[config.mk]
export PLATFORM = sky130hd
export DESIGN_NAME = led_seq_ctrl
export DESIGN_NICKNAME = d
export VERILOG_FILES = /design/src/rtl/led_seq_pkg.sv /design/src/rtl/led_seq_ctrl_debounce.sv /design/src/rtl/led_seq_ctrl.sv
export SDC_FILE = /design/constraint.sdc
export NUM_CORES = 1
export LEC_CHECK = 0
export ABC_AREA = 0
export BUFFER_PORTS_ARGS = -buffer_cell sky130_fd_sc_hd__buf_2
export CAP_MARGIN = 25
export CORE_ASPECT_RATIO = 1.2
export CORE_UTILIZATION = 60
export CTS_BUF_LIST = sky130_fd_sc_hd__clkbuf_8
export DETAILED_ROUTE_END_ITERATION = 7
export PLACE_DENSITY = 0.78
export SLEW_MARGIN = 20
export SYNTH_ARGS = -nofsm -noshare
export SYNTH_HDL_FRONTEND = slang
export SYNTH_SLANG_ARGS = --single-unit
[constraint.sdc]
create_clock -name clk -period 2.7 [get_ports clk]
set_input_delay 0.135 -clock clk [delete_from_list [all_inputs] [get_ports clk]]
set_output_delay 0.135 -clock clk [all_outputs]
set_load 0.05 [all_outputs]
[src/rtl/led_seq_pkg.sv]
// Shared types and helpers for the LED sequencer.
package led_seq_pkg;
    typedef enum logic [1:0] {S_PASS = 2'b00, S_ROT = 2'b01, S_BNC = 2'b10, S_CNT = 2'b11} mode_e;
    typedef enum logic {DIR_L = 1'b0, DIR_R = 1'b1} dir_e;

    localparam logic [7:0] INIT_ROT = 8'h01;
    localparam logic [7:0] INIT_BNC = 8'h01;
    localparam logic [7:0] INIT_CNT = 8'h00;

    function automatic logic is_onehot(input logic [7:0] v);
        return (v != 8'h00) && ((v & (v - 8'd1)) == 8'h00);
    endfunction

    function automatic logic [7:0] init_val(input mode_e m, input logic [7:0] swt_s);
        case (m)
            S_PASS:  return swt_s;
            S_ROT:   return INIT_ROT;
            S_BNC:   return INIT_BNC;
            default: return INIT_CNT;
        endcase
    endfunction
endpackage

[src/rtl/led_seq_ctrl_debounce.sv]
// Push-button debouncer: 2-flop synchroniser, stability down-counter,
// debounced level and a one-clock rising-edge pulse.
module btn_debounce #(
    parameter int DB_CYCLES = 1_000_000
) (
    input  logic clk,
    input  logic rst,
    input  logic btn,
    output logic level,
    output logic rise
);
    localparam int W = (DB_CYCLES > 1) ? $clog2(DB_CYCLES) : 1;
    localparam logic [W-1:0] RELOAD = W'(DB_CYCLES - 1);

    logic btn_m;
    logic btn_s;
    logic [W-1:0] cnt;

    // The level only follows btn_s after it has differed for DB_CYCLES consecutive clocks.
    always_ff @(posedge clk) begin
        if (rst) begin
            btn_m <= 1'b0;
            btn_s <= 1'b0;
            cnt   <= '0;
            level <= 1'b0;
            rise  <= 1'b0;
        end else begin
            btn_m <= btn;
            btn_s <= btn_m;
            rise  <= 1'b0;
            if (btn_s == level) begin
                cnt <= RELOAD;
            end else if (cnt == '0) begin
                level <= btn_s;
                rise  <= btn_s;
                cnt   <= RELOAD;
            end else begin
                cnt <= cnt - 1'b1;
            end
        end
    end
endmodule

[src/rtl/led_seq_ctrl.sv]
// LED sequencer top: switch synchroniser, step prescaler and mode FSM.
// Optional LED_SEQ_PWM_EN adds duty-cycle gating of the LED output flop.
module led_seq_ctrl
    import led_seq_pkg::*;
#(
    parameter int TICK_DIV  = 50_000_000,
    parameter int DB_CYCLES = 1_000_000
) (
    input  logic       clk,
    input  logic       rst,
    input  logic [7:0] swt,
    input  logic       btn_step,
    output logic [7:0] led
);
    localparam int PW = (TICK_DIV > 1) ? $clog2(TICK_DIV) : 1;
    localparam logic [PW-1:0] PRE_LAST = PW'(TICK_DIV - 1);

    logic [7:0]    swt_m;
    logic [7:0]    swt_s;
    mode_e         state, state_nxt, mode_req;
    dir_e          dir, dir_nxt;
    logic [7:0]    led_q, led_nxt;
    logic [PW-1:0] presc, presc_nxt;
    logic          pause, tick, step;
    logic          btn_level, btn_rise;

    btn_debounce #(.DB_CYCLES(DB_CYCLES)) u_btn_debounce (
        .clk   (clk),
        .rst   (rst),
        .btn   (btn_step),
        .level (btn_level),
        .rise  (btn_rise)
    );

    always_ff @(posedge clk) begin
        if (rst) begin
            swt_m <= 8'h00;
            swt_s <= 8'h00;
        end else begin
            swt_m <= swt;
            swt_s <= swt_m;
        end
    end

    assign mode_req = mode_e'(swt_s[7:6]);
    assign pause    = swt_s[5];
    assign tick     = (presc == PRE_LAST);
    assign step     = pause ? (btn_rise & btn_level) : tick;

    always_ff @(posedge clk) begin
        if (rst) begin
            state <= S_PASS;
            dir   <= DIR_L;
            led_q <= 8'h00;
            presc <= '0;
        end else begin
            state <= state_nxt;
            dir   <= dir_nxt;
            led_q <= led_nxt;
            presc <= presc_nxt;
        end
    end

    always_comb begin
        state_nxt = state;
        dir_nxt   = dir;
        led_nxt   = led_q;
        presc_nxt = presc;
        if (!pause) begin
            presc_nxt = tick ? '0 : presc + 1'b1;
        end
        // A mode change wins over any step arriving in the same clock.
        if (mode_req != state) begin
            state_nxt = mode_req;
            presc_nxt = '0;
            dir_nxt   = DIR_L;
            led_nxt   = init_val(mode_req, swt_s);
        end else begin
            case (state)
                S_PASS: led_nxt = swt_s;
                S_ROT: begin
                    if (step) begin
                        led_nxt = is_onehot(led_q) ? {led_q[6:0], led_q[7]} : INIT_ROT;
                    end
                end
                S_BNC: begin
                    if (step) begin
                        if (!is_onehot(led_q)) begin
                            led_nxt = INIT_BNC;
                            dir_nxt = DIR_L;
                        end else if (dir == DIR_L) begin
                            if (led_q[7]) begin
                                dir_nxt = DIR_R;
                                led_nxt = 8'h40;
                            end else begin
                                led_nxt = led_q << 1;
                            end
                        end else begin
                            if (led_q[0]) begin
                                dir_nxt = DIR_L;
                                led_nxt = 8'h02;
                            end else begin
                                led_nxt = led_q >> 1;
                            end
                        end
                    end
                end
                S_CNT: begin
                    if (step) begin
                        led_nxt = led_q + 8'd1;
                    end
                end
                default: led_nxt = led_q;
            endcase
        end
    end

`ifdef LED_SEQ_PWM_EN
    logic [1:0] pwm_cnt, pwm_nxt;
    logic [7:0] led_drv;

    // Gate with the counter value the flop will hold, so the LED flop adds no latency.
    always_comb begin
        pwm_nxt = pwm_cnt + 2'd1;
        led_drv = led_nxt & {8{pwm_nxt <= swt_s[4:3]}};
    end

    always_ff @(posedge clk) begin
        if (rst) begin
            pwm_cnt <= 2'd0;
            led     <= 8'h00;
        end else begin
            pwm_cnt <= pwm_nxt;
            led     <= led_drv;
        end
    end
`else
    always_comb begin
        led = led_q;
    end
`endif
endmodule

Yosys cells after proc, flatten, opt, wreduce, memory -nomap -nowiden

Cells that the tools add are included.

Flip-flop bits (word level): 77
Output and inout bits: 8
Logic and storage cells: 63

$add $sub $neg: 4
Equal/unequal tests: 11
Muxes and demuxes: 19
Bitwise gates (word level): 4
Reductions and logical operators: 13

Operator list:

| cell                                                | count |
|---|---|
| 2-to-1 mux 8 bit                                    | 8 |
| 2-to-1 mux 20 bit                                   | 2 |
| case mux 8 bit (4 select lines)                     | 1 |
| adder 26 x 1 -> 26 bit, second input constant       | 1 |
| equality test 26 bit, second input constant         | 1 |
| 2-to-1 mux 26 bit                                   | 1 |
| logical NOT 20 bit                                  | 1 |
| subtractor 20 x 1 -> 20 bit, second input constant  | 1 |
| case mux 8 bit (2 select lines)                     | 1 |
| inequality test 3 bit, second input constant        | 3 |
| adder 8 x 1 -> 8 bit, second input constant         | 1 |
| AND 8 bit                                           | 1 |
| logical NOT 8 bit                                   | 1 |
| nonzero test 8 bit                                  | 1 |
| subtractor 8 x 1 -> 8 bit, second input constant    | 1 |
| 2-to-1 mux 7 bit                                    | 1 |
| equality test 2 bit, second input constant          | 3 |
| OR reduction 3 bit                                  | 2 |
| 2-to-1 mux 1 bit                                    | 5 |
| equality test 2 x 1 -> 1 bit, second input constant | 2 |
| logical NOT 2 bit                                   | 2 |
| AND reduction 2 bit                                 | 2 |
| OR reduction 2 bit                                  | 2 |
| AND reduction 3 bit                                 | 1 |
| 5 further kinds                                     | 6 |

Logic depth before layout (Yosys ltp)

Gate-level depths: netlist (run 1).

Depth after elaboration: 8
Depth in mapped cells: 9

By module

From an unflattened synthesis (run 1), not the netlist that was laid out.

Cell total of the unflattened synthesis: 434
Area, all modules: 3862.5 µm²

By module, submodules not included:

| module       | instances | cells an instance | area an instance (µm²) |
|---|---|---|---|
| led_seq_ctrl | 1         | 322               | 2775.2 |
| btn_debounce | 1         | 112               | 1087.3 |

Worst setup path before layout (run 1)

Ideal clock, no wire load.

Path kind: reg-to-reg
Start: register led_q[0] (netlist: led[0])
End: register led_q[1] (netlist: led[1])
Library setup time: 0.126 ns
Data arrival time: 2.207 ns
Setup slack: 0.366 ns
Stages on the path, launching flop included: 10
Clock period less this slack: 2.334 ns
Path through: dfxtp_1 -> clkbuf_1 -> inv_1 -> ha_1 -> nand2b_1 -> nor4b_1 -> o2111a_1 -> clkbuf_1 -> a221oi_1 -> o31ai_1

Word-level cells in the longest chain between the ends: 8
Elaborated cells between the ends (all ways): 16
Those cells by class: add/sub: 2; mux: 10; bitwise: 1; reduce/logical: 3

RTL lines:

| what                                | RTL line                               | RTL |
|---|---|---|
| start: declaration                  | led_seq_ctrl.sv:22                     | `logic [7:0] led_q, led_nxt;` |
| start signal: assignment            | led_seq_ctrl.sv:59                     | `led_q <= led_nxt;` |
| subtractor 8 x 1 -> 8 bit           | led_seq_pkg.sv:11                      | `return (v != 8'h00) && ((v & (v - 8'd1)) == 8'h00);` |
| AND 8 bit                           | led_seq_pkg.sv:11                      |  |
| logical NOT 8 bit                   | led_seq_pkg.sv:11                      |  |
| logical AND 1 bit                   | led_seq_pkg.sv:11                      |  |
| 2-to-1 mux 8 bit (on tied branches) | led_seq_ctrl.sv:88, led_seq_ctrl.sv:83 |  |
| 2-to-1 mux 8 bit (on tied branches) | led_seq_ctrl.sv:87, led_seq_ctrl.sv:82 |  |
| case mux 8 bit (4 select lines) (*) | led_seq_ctrl.sv:79                     | `case (state)` |
| 2-to-1 mux 8 bit (*)                | led_seq_ctrl.sv:73                     | `if (mode_req != state) begin` |

Mark *: on every way between the ends. The rest lies on a longest branch, timed or not. The select of a mux whose other input is x is not followed.
A chain may end at the register's enable or synchronous reset.

Worst setup path after layout (run 1)

Start: register u_btn_debounce.cnt[0]
End: register u_btn_debounce.cnt[16]

Word-level cells in the longest chain between the ends: 3
Elaborated cells between the ends (all ways): 4
Those cells by class: add/sub: 1; mux: 2; reduce/logical: 1

RTL lines:

| what                                                                     | RTL line                                                 | RTL |
|---|---|---|
| start: declaration                                                       | led_seq_ctrl_debounce.sv:17                              | `logic [W-1:0] cnt;` |
| start signal: assignment                                                 | led_seq_ctrl_debounce.sv:38                              | `cnt <= cnt - 1'b1;` |
| subtractor 20 x 1 -> 20 bit / logical NOT 20 bit (equally long branches) | led_seq_ctrl_debounce.sv:38, led_seq_ctrl_debounce.sv:33 |  |
| 2-to-1 mux 20 bit (*)                                                    | led_seq_ctrl_debounce.sv:33                              | `end else if (cnt == '0) begin` |
| 2-to-1 mux 20 bit (*)                                                    | led_seq_ctrl_debounce.sv:31                              | `if (btn_s == level) begin` |

Mark *: on every way between the ends. The rest lies on a longest branch, timed or not.

==> summary.txt, run 1 <==
Clk slew on worst S/H paths: 0.08 ns
Diode count: 0
CTS tree: done
Post-Synthesis Net Count: 432
WL/cell: 14.4 microns
Filler cell count: 472
Worst path bufs/invs: 1
Die Y: 87.6 microns
Synth warn: 0
Maxcap violations: 0
Io pins: 19
Status: completed
ANT nets after route: 0
Worst setup SP type: register
EDFF count, synth: 0
First-pass GRT wire length: 12.3 mm
Worst-Margin Slew: 0.695 ns
Post-synth top area share: 42.1%
Cell family with most CP delay: simple AND/OR/NAND/NOR gates
Placed Cells: 491
Largest net degree at the start of global routing: 40
# nets final: 448
Number of port buffers: 18
CP Data Required Time: 2.98 ns
Min-Delay Path Class: input pin to register
Post-layout min period: 2.43 ns
Number of iterations in the first detailed-routing pass: 6
CTS Buf Count: 9
Initial antenna violation count: 0
Die area: 0.00642 sq mm
Syn Std Cell Area: 0.00366 sq mm
Max Slew Vio Count: 0
Max Fclk: 411 MHz
Leakage dissipation: 1.46 nW
Register area share after synthesis: 42.1%
Post-route clock skew: 0.0121 ns
Worst VDD drop: 384 uV
DR vias: 3,041
Global placement routability congestion: 0.855
DPL Wire Length: 4.81 mm
GR met1 Demand/Resource: 30.9%
Syn_area_per_cell: 8.85 sq um
Total GRT Usage: 24.6%
Max_slew headroom: 53.3%
Crit Path Class: register to register
Area leader, netlist: dfxtp_1
Drc violations: 0
TritonCTS Sinks: 77
Core area: 0.00578 sq mm
Post-Route WL: 7.41 mm
Final worst-path cycle share: 90.1%
Clk buf depth: 2
Total grt overflow: 0
Vias in the first global route: 2,786
Final number of hold-violating endpoints: 0
Starting DRT DRC Count: 330
Clock Latency Late Sink: 0.35 ns
Initial Util: 63.4%
Final std cells w/o fill: 515
CP max stage cell: or4_4
GR Util met2: 41.6%
Arr. time, crit path: 2.71 ns
Worst path max stage delay: 0.52 ns
Top post-synthesis cells by area: dfxtp_1, xnor2_1, nor2_1
RSZ-0062 raised after global routing: false
Yosys reg bits: 77
Cell Pwr Density: 567 mW/mm^2
Vias/cell: 5.90
Cells after synthesis: 414
GRT busiest layer: met2
Async SR Flop Fraction: 0%
Yosys cell types: 55
Final TNS setup: 0 ns
Most used DFF post-synth: dfxtp_1
H-tree depth: 3
Final setup fails: 0
Synthesis-to-layout area growth: 10.6%
Crit path max fanout: 8
Die width: 73.3 microns
CP Cell Sequence: inv_1 > ha_1 > or4b_4 > or3_1 > or4_4 > xor2_1 > a21oi_1
Met3 Use GR: 5.18%
CP Capture Type: register
PnR Total Power: 0.00230 W
# rows: 30
Post-CTS Setup Repair Bufs: 0
Clock Root Buffer: clkbuf_8
Layout cell share with drive strength beyond 1: 10.8%
-- worst paths after layout --
kind                                     from                           endpoint  slack, ns  depth (start not counted)
max          u_btn_debounce.cnt[0]$_SDFF_PP0_  u_btn_debounce.cnt[16]$_SDFF_PP0_       0.27                          7
min                                    swt[5]                swt_m[5]$_SDFF_PP0_       0.03                          2
max reg2reg  u_btn_debounce.cnt[0]$_SDFF_PP0_  u_btn_debounce.cnt[16]$_SDFF_PP0_       0.27                          7
min reg2reg               swt_m[1]$_SDFF_PP0_                swt_s[1]$_SDFF_PP0_       0.44                          1
-- final cells by class --
type | instances | area (sq um) | share of cell area (%)
Clock inverter | 7 | 80.1 | 1.98
Multi-Input combinational cell | 300 | 1960 | 48.3
Tap cell | 80 | 100 | 2.47
Clock buffer | 9 | 124 | 3.06
Timing Repair Buffer | 31 | 208 | 5.13
Inverter | 11 | 41.3 | 1.02
Sequential cell | 77 | 1540 | 38.0
-- synth_stat cells, drive strengths merged (4+ instances only) --
cell type  number
clkbuf         24
xnor2          32
a22o            6
nand3          17
nor4            7
a21oi          16
a32oi           7
nand4           9
nand2b          6
and3            4
ha              7
or4             7
nor3           14
o31ai           5
nand2          15
dfxtp          77
xor2           14
and4            4
a31oi           6
o21ai           9
inv            11
nor2b          20
nor2           56
-- worst register-to-register path, stage by stage (launching register included) --
cell and delay [ns]:
dfxtp_1 0.34, inv_1 0.06, ha_1 0.19, or4b_4 0.50, or3_1 0.46, or4_4 0.52
xor2_1 0.15, a21oi_1 0.13
-- power breakdown --
part | switching, W | internal, W
clock | 0.000452 | 0.000439
sequential | 0.0000412 | 0.00117
combinational | 0.000116 | 0.0000796
total | 0.000609 | 0.00169
-- routing by layer --
| layer | part of all wire [%] | vias to the layer above | wire (microns) |
|---|---|---|---|
| met2 | 49 | 89 | 3630 |
| met1 | 45 | 1426 | 3300 |
| li1 | - | 1515 | - |
| met3 | 5.2 | 11 | 385 |
| met4 | 1.3 | 0 | 96 |
| met5 | 0 | - | 0 |
-- repair_timing --
item | 4_1_cts | 5_1_grt
hold endpoints to repair | 8 | 0
gates resized for setup | 0 | 0
hold buffers | 8 | 0
-- state kept, by name, indices dropped and copies added (netlist names) --
| name | flops |
|---|---|
| u_btn_debounce.rise | 1 |
| presc | 26 |
| u_btn_debounce.cnt | 20 |
| swt_s | 8 |
| u_btn_debounce.level | 1 |
| state | 2 |
| u_btn_debounce.btn_s | 1 |
| u_btn_debounce.btn_m | 1 |
| led | 8 |
| swt_m | 8 |
| dir | 1 |
-- kinds of logic after synthesis --
group | Yosys count | synth area share, %
simple gates | 172 | 25.2
xor+xnor | 46 | 11.0
mux | 3 | 0.854
flops | 77 | 42.1
compound gates | 72 | 14.0
buf+inv | 37 | 4.47
fa+ha+maj | 7 | 2.39
-- through the flow --
| step | hold WS, ns | setup WS (ns) | instance area, sq um | util [%] |
|---|---|---|---|---|
| floorplan | 0.263 | 0.366 | 3660 | - |
| global placement | 0.343 | 0.364 | 3770 | 65.2 |
| detailed placement | 0.350 | 0.291 | 3770 | 65.2 |
| CTS | 0.0448 | 0.277 | 4050 | 70.1 |
| global route | 0.0362 | 0.167 | 4050 | 70.1 |
| finish | 0.0306 | 0.267 | 4050 | 70.1 |
-- placed cells by master, fill, tap and decap left out, types with 3 or more instances in the layout --
master / instances
and3_1: 4
nor4b_1: 3
a32oi_1: 7
clkbuf_8: 9
a221oi_1: 3
xor2_1: 14
a222oi_1: 3
nand2_1: 15
dlygate4sd3_1: 8
buf_2: 18
o31ai_1: 5
a31oi_1: 6
nor2_1: 56
a21oi_1: 16
nor3_1: 14
xnor2_1: 32
nor2b_1: 20
dfxtp_1: 77
ha_1: 7
buf_4: 5
a22o_1: 6
or4_1: 5
nand2b_1: 6
nand4_1: 9
o21ai_0: 8
inv_1: 11
and4_1: 4
nand3_1: 17
o41ai_1: 3
nor4_1: 6
Note: power is estimated with default switching activity, not from simulation.
==> inputs of run 2 (changes only) <==
Settings changed: CAP_MARGIN 25 to unset, CORE_UTILIZATION 60 to 45, PLACE_DENSITY 0.78 to unset.
==> summary.txt, run 2 (synthesis results as in run 1) <==
Sw frac: 26.3%
Arr. time, crit path: 2.69 ns
Vias/cell: 5.56
Die Y: 101 microns
CTS resizes: 0
Largest net degree at the start of global routing: 38
Combinational power share: 8.7%
# nets final: 451
Worst path max stage delay: 0.52 ns
PnR Total Power: 0.00229 W
CTS Buf Count: 9
Net Switching: 0.000604 W
Final worst-path cycle share: 89.1%
Io pins: 19
Final non-filler cell area: 0.00409 sq mm
Max_slew headroom: 57.4%
CTS tree: done
Worst-Margin Slew: 0.634 ns
Final number of hold-violating endpoints: 0
Post-route clock skew: 0.00683 ns
Initial antenna violation count: 0
Clk slew on worst S/H paths: 0.08 ns
Synthesis-to-layout area growth: 11.7%
Number of port buffers: 18
Drc violations: 4
Commonest cells after routing, fill and taps aside: dfxtp_1, nor2_1, xnor2_1
CP Cell Sequence: inv_1 > ha_1 > or4b_4 > or3_1 > or4_4 > xor2_1 > a21oi_1
Final setup fails: 0
Clock Latency Late Sink: 0.35 ns
Most flop-heavy register: presc
Clk buf depth: 2
Largest register FFs: 26
Post-layout min period: 2.41 ns
CP max stage cell: or4_4
# rows: 35
Leakage dissipation: 1.47 nW
Die area: 0.00851 sq mm
DR vias: 2,947
Global placement routability congestion: 0.833
Sequential Power Share: 52.5%
CP Capture Type: register
Clock share of power: 38.7%
Post-Route WL: 7.19 mm
Initial Util: 47.0%
Status: finished, violations left
TritonCTS Sinks: 77
ANT nets after route: 0
Crit Path Class: register to register
Crit path max fanout: 8
Final TNS setup: 0 ns
Vias in the first global route: 2,793
Clock Root Buffer: clkbuf_8
Cell Pwr Density: 560 mW/mm^2
Largest regs: presc x26, u_btn_debounce.cnt x20
Core area: 0.00779 sq mm
Starting DRT DRC Count: 223
P_int: 0.00169 W
Hold Buf Count CTS: 9
First-pass GRT wire length: 12.6 mm
Failing checks: DRC
RSZ-0062 raised after global routing: false
Diode count: 0
Post-CTS Setup Repair Bufs: 0
Filler cell count: 747
Min-Delay Path Class: input pin to register
DPL Wire Length: 4.94 mm
Worst path bufs/invs: 1
H-tree depth: 3
Die width: 84.4 microns
Worst setup SP type: register
Commonest non-fill, non-tap cell in the layout: dfxtp_1
Total GRT Usage: 18.7%
Number of iterations in the first detailed-routing pass: 8
Cell family with most CP delay: simple AND/OR/NAND/NOR gates
Area after DPL: 0.00380 sq mm
Max Fclk: 416 MHz
Max Slew Vio Count: 0
Maxcap violations: 0
Total grt overflow: 0
CP Data Required Time: 2.99 ns
Worst VDD drop: 312 uV
WL/cell: 13.6 microns
Layout cell share with drive strength beyond 1: 11.2%
run 2: worst paths after layout:
| check | endpoint | slack, ns | cells past startpoint | start |
|---|---|---|---|---|
| hold / removal | presc[2]$_SDFFE_PP0N_ | 0.15 | 3 | rst |
| setup reg to reg | u_btn_debounce.cnt[16]$_SDFF_PP0_ | 0.29 | 7 | u_btn_debounce.cnt[0]$_SDFF_PP0_ |
| setup / recovery | u_btn_debounce.cnt[16]$_SDFF_PP0_ | 0.29 | 7 | u_btn_debounce.cnt[0]$_SDFF_PP0_ |
| hold reg to reg | swt_s[5]$_SDFF_PP0_ | 0.44 | 1 | swt_m[5]$_SDFF_PP0_ |
run 2: area by class of cell:
type	instances	area, sq um	area share [%]
multi-input combinational	300	1960	47.8
clock buffer	9	124	3.03
sequential	77	1540	37.7
timing repair buffer	34	233	5.68
clock inverter	7	81.3	1.99
inverter	11	41.3	1.01
tap	92	115	2.81
run 2: metrics by stage:
step	hold slack, ns	worst slack (ns)	std cells	utilization [%]
4_1_cts	0.131	0.291	530	52.5
3_5_place_dp	0.348	0.307	505	48.7
5_1_grt	0.164	0.0944	530	52.5
3_3_place_gp	0.343	0.362	505	48.7
2_1_floorplan	0.263	0.366	414	-
6_report	0.150	0.295	530	52.5
run 2: per-layer routing:
layer / up-vias / global-route usage [%] / wire length [microns]
li1: 1510 / - / -
met1: 1356 / 24.1 / 3490
met2: 69 / 30.1 / 3280
met3: 12 / 4.01 / 287
met4: 0 / 8.87 / 141
met5: - / 0 / 0
run 2: power groups by stage:
stage          registers, W  clock network [W]  logic, W
3_3_place_gp        0.00123                  0  0.000189
3_5_place_dp        0.00123                  0  0.000190
4_1_cts             0.00121           0.000924  0.000201
5_1_grt             0.00121           0.000966  0.000225
6_report            0.00121           0.000889  0.000201
2_1_floorplan       0.00123                  0  0.000140
run 2: worst reg2reg max path, cell delays in order, from the launching register on:
cell,delay [ns]
dfxtp_1,0.34
inv_1,0.06
ha_1,0.19
or4b_4,0.49
or3_1,0.46
or4_4,0.52
xor2_1,0.15
a21oi_1,0.13
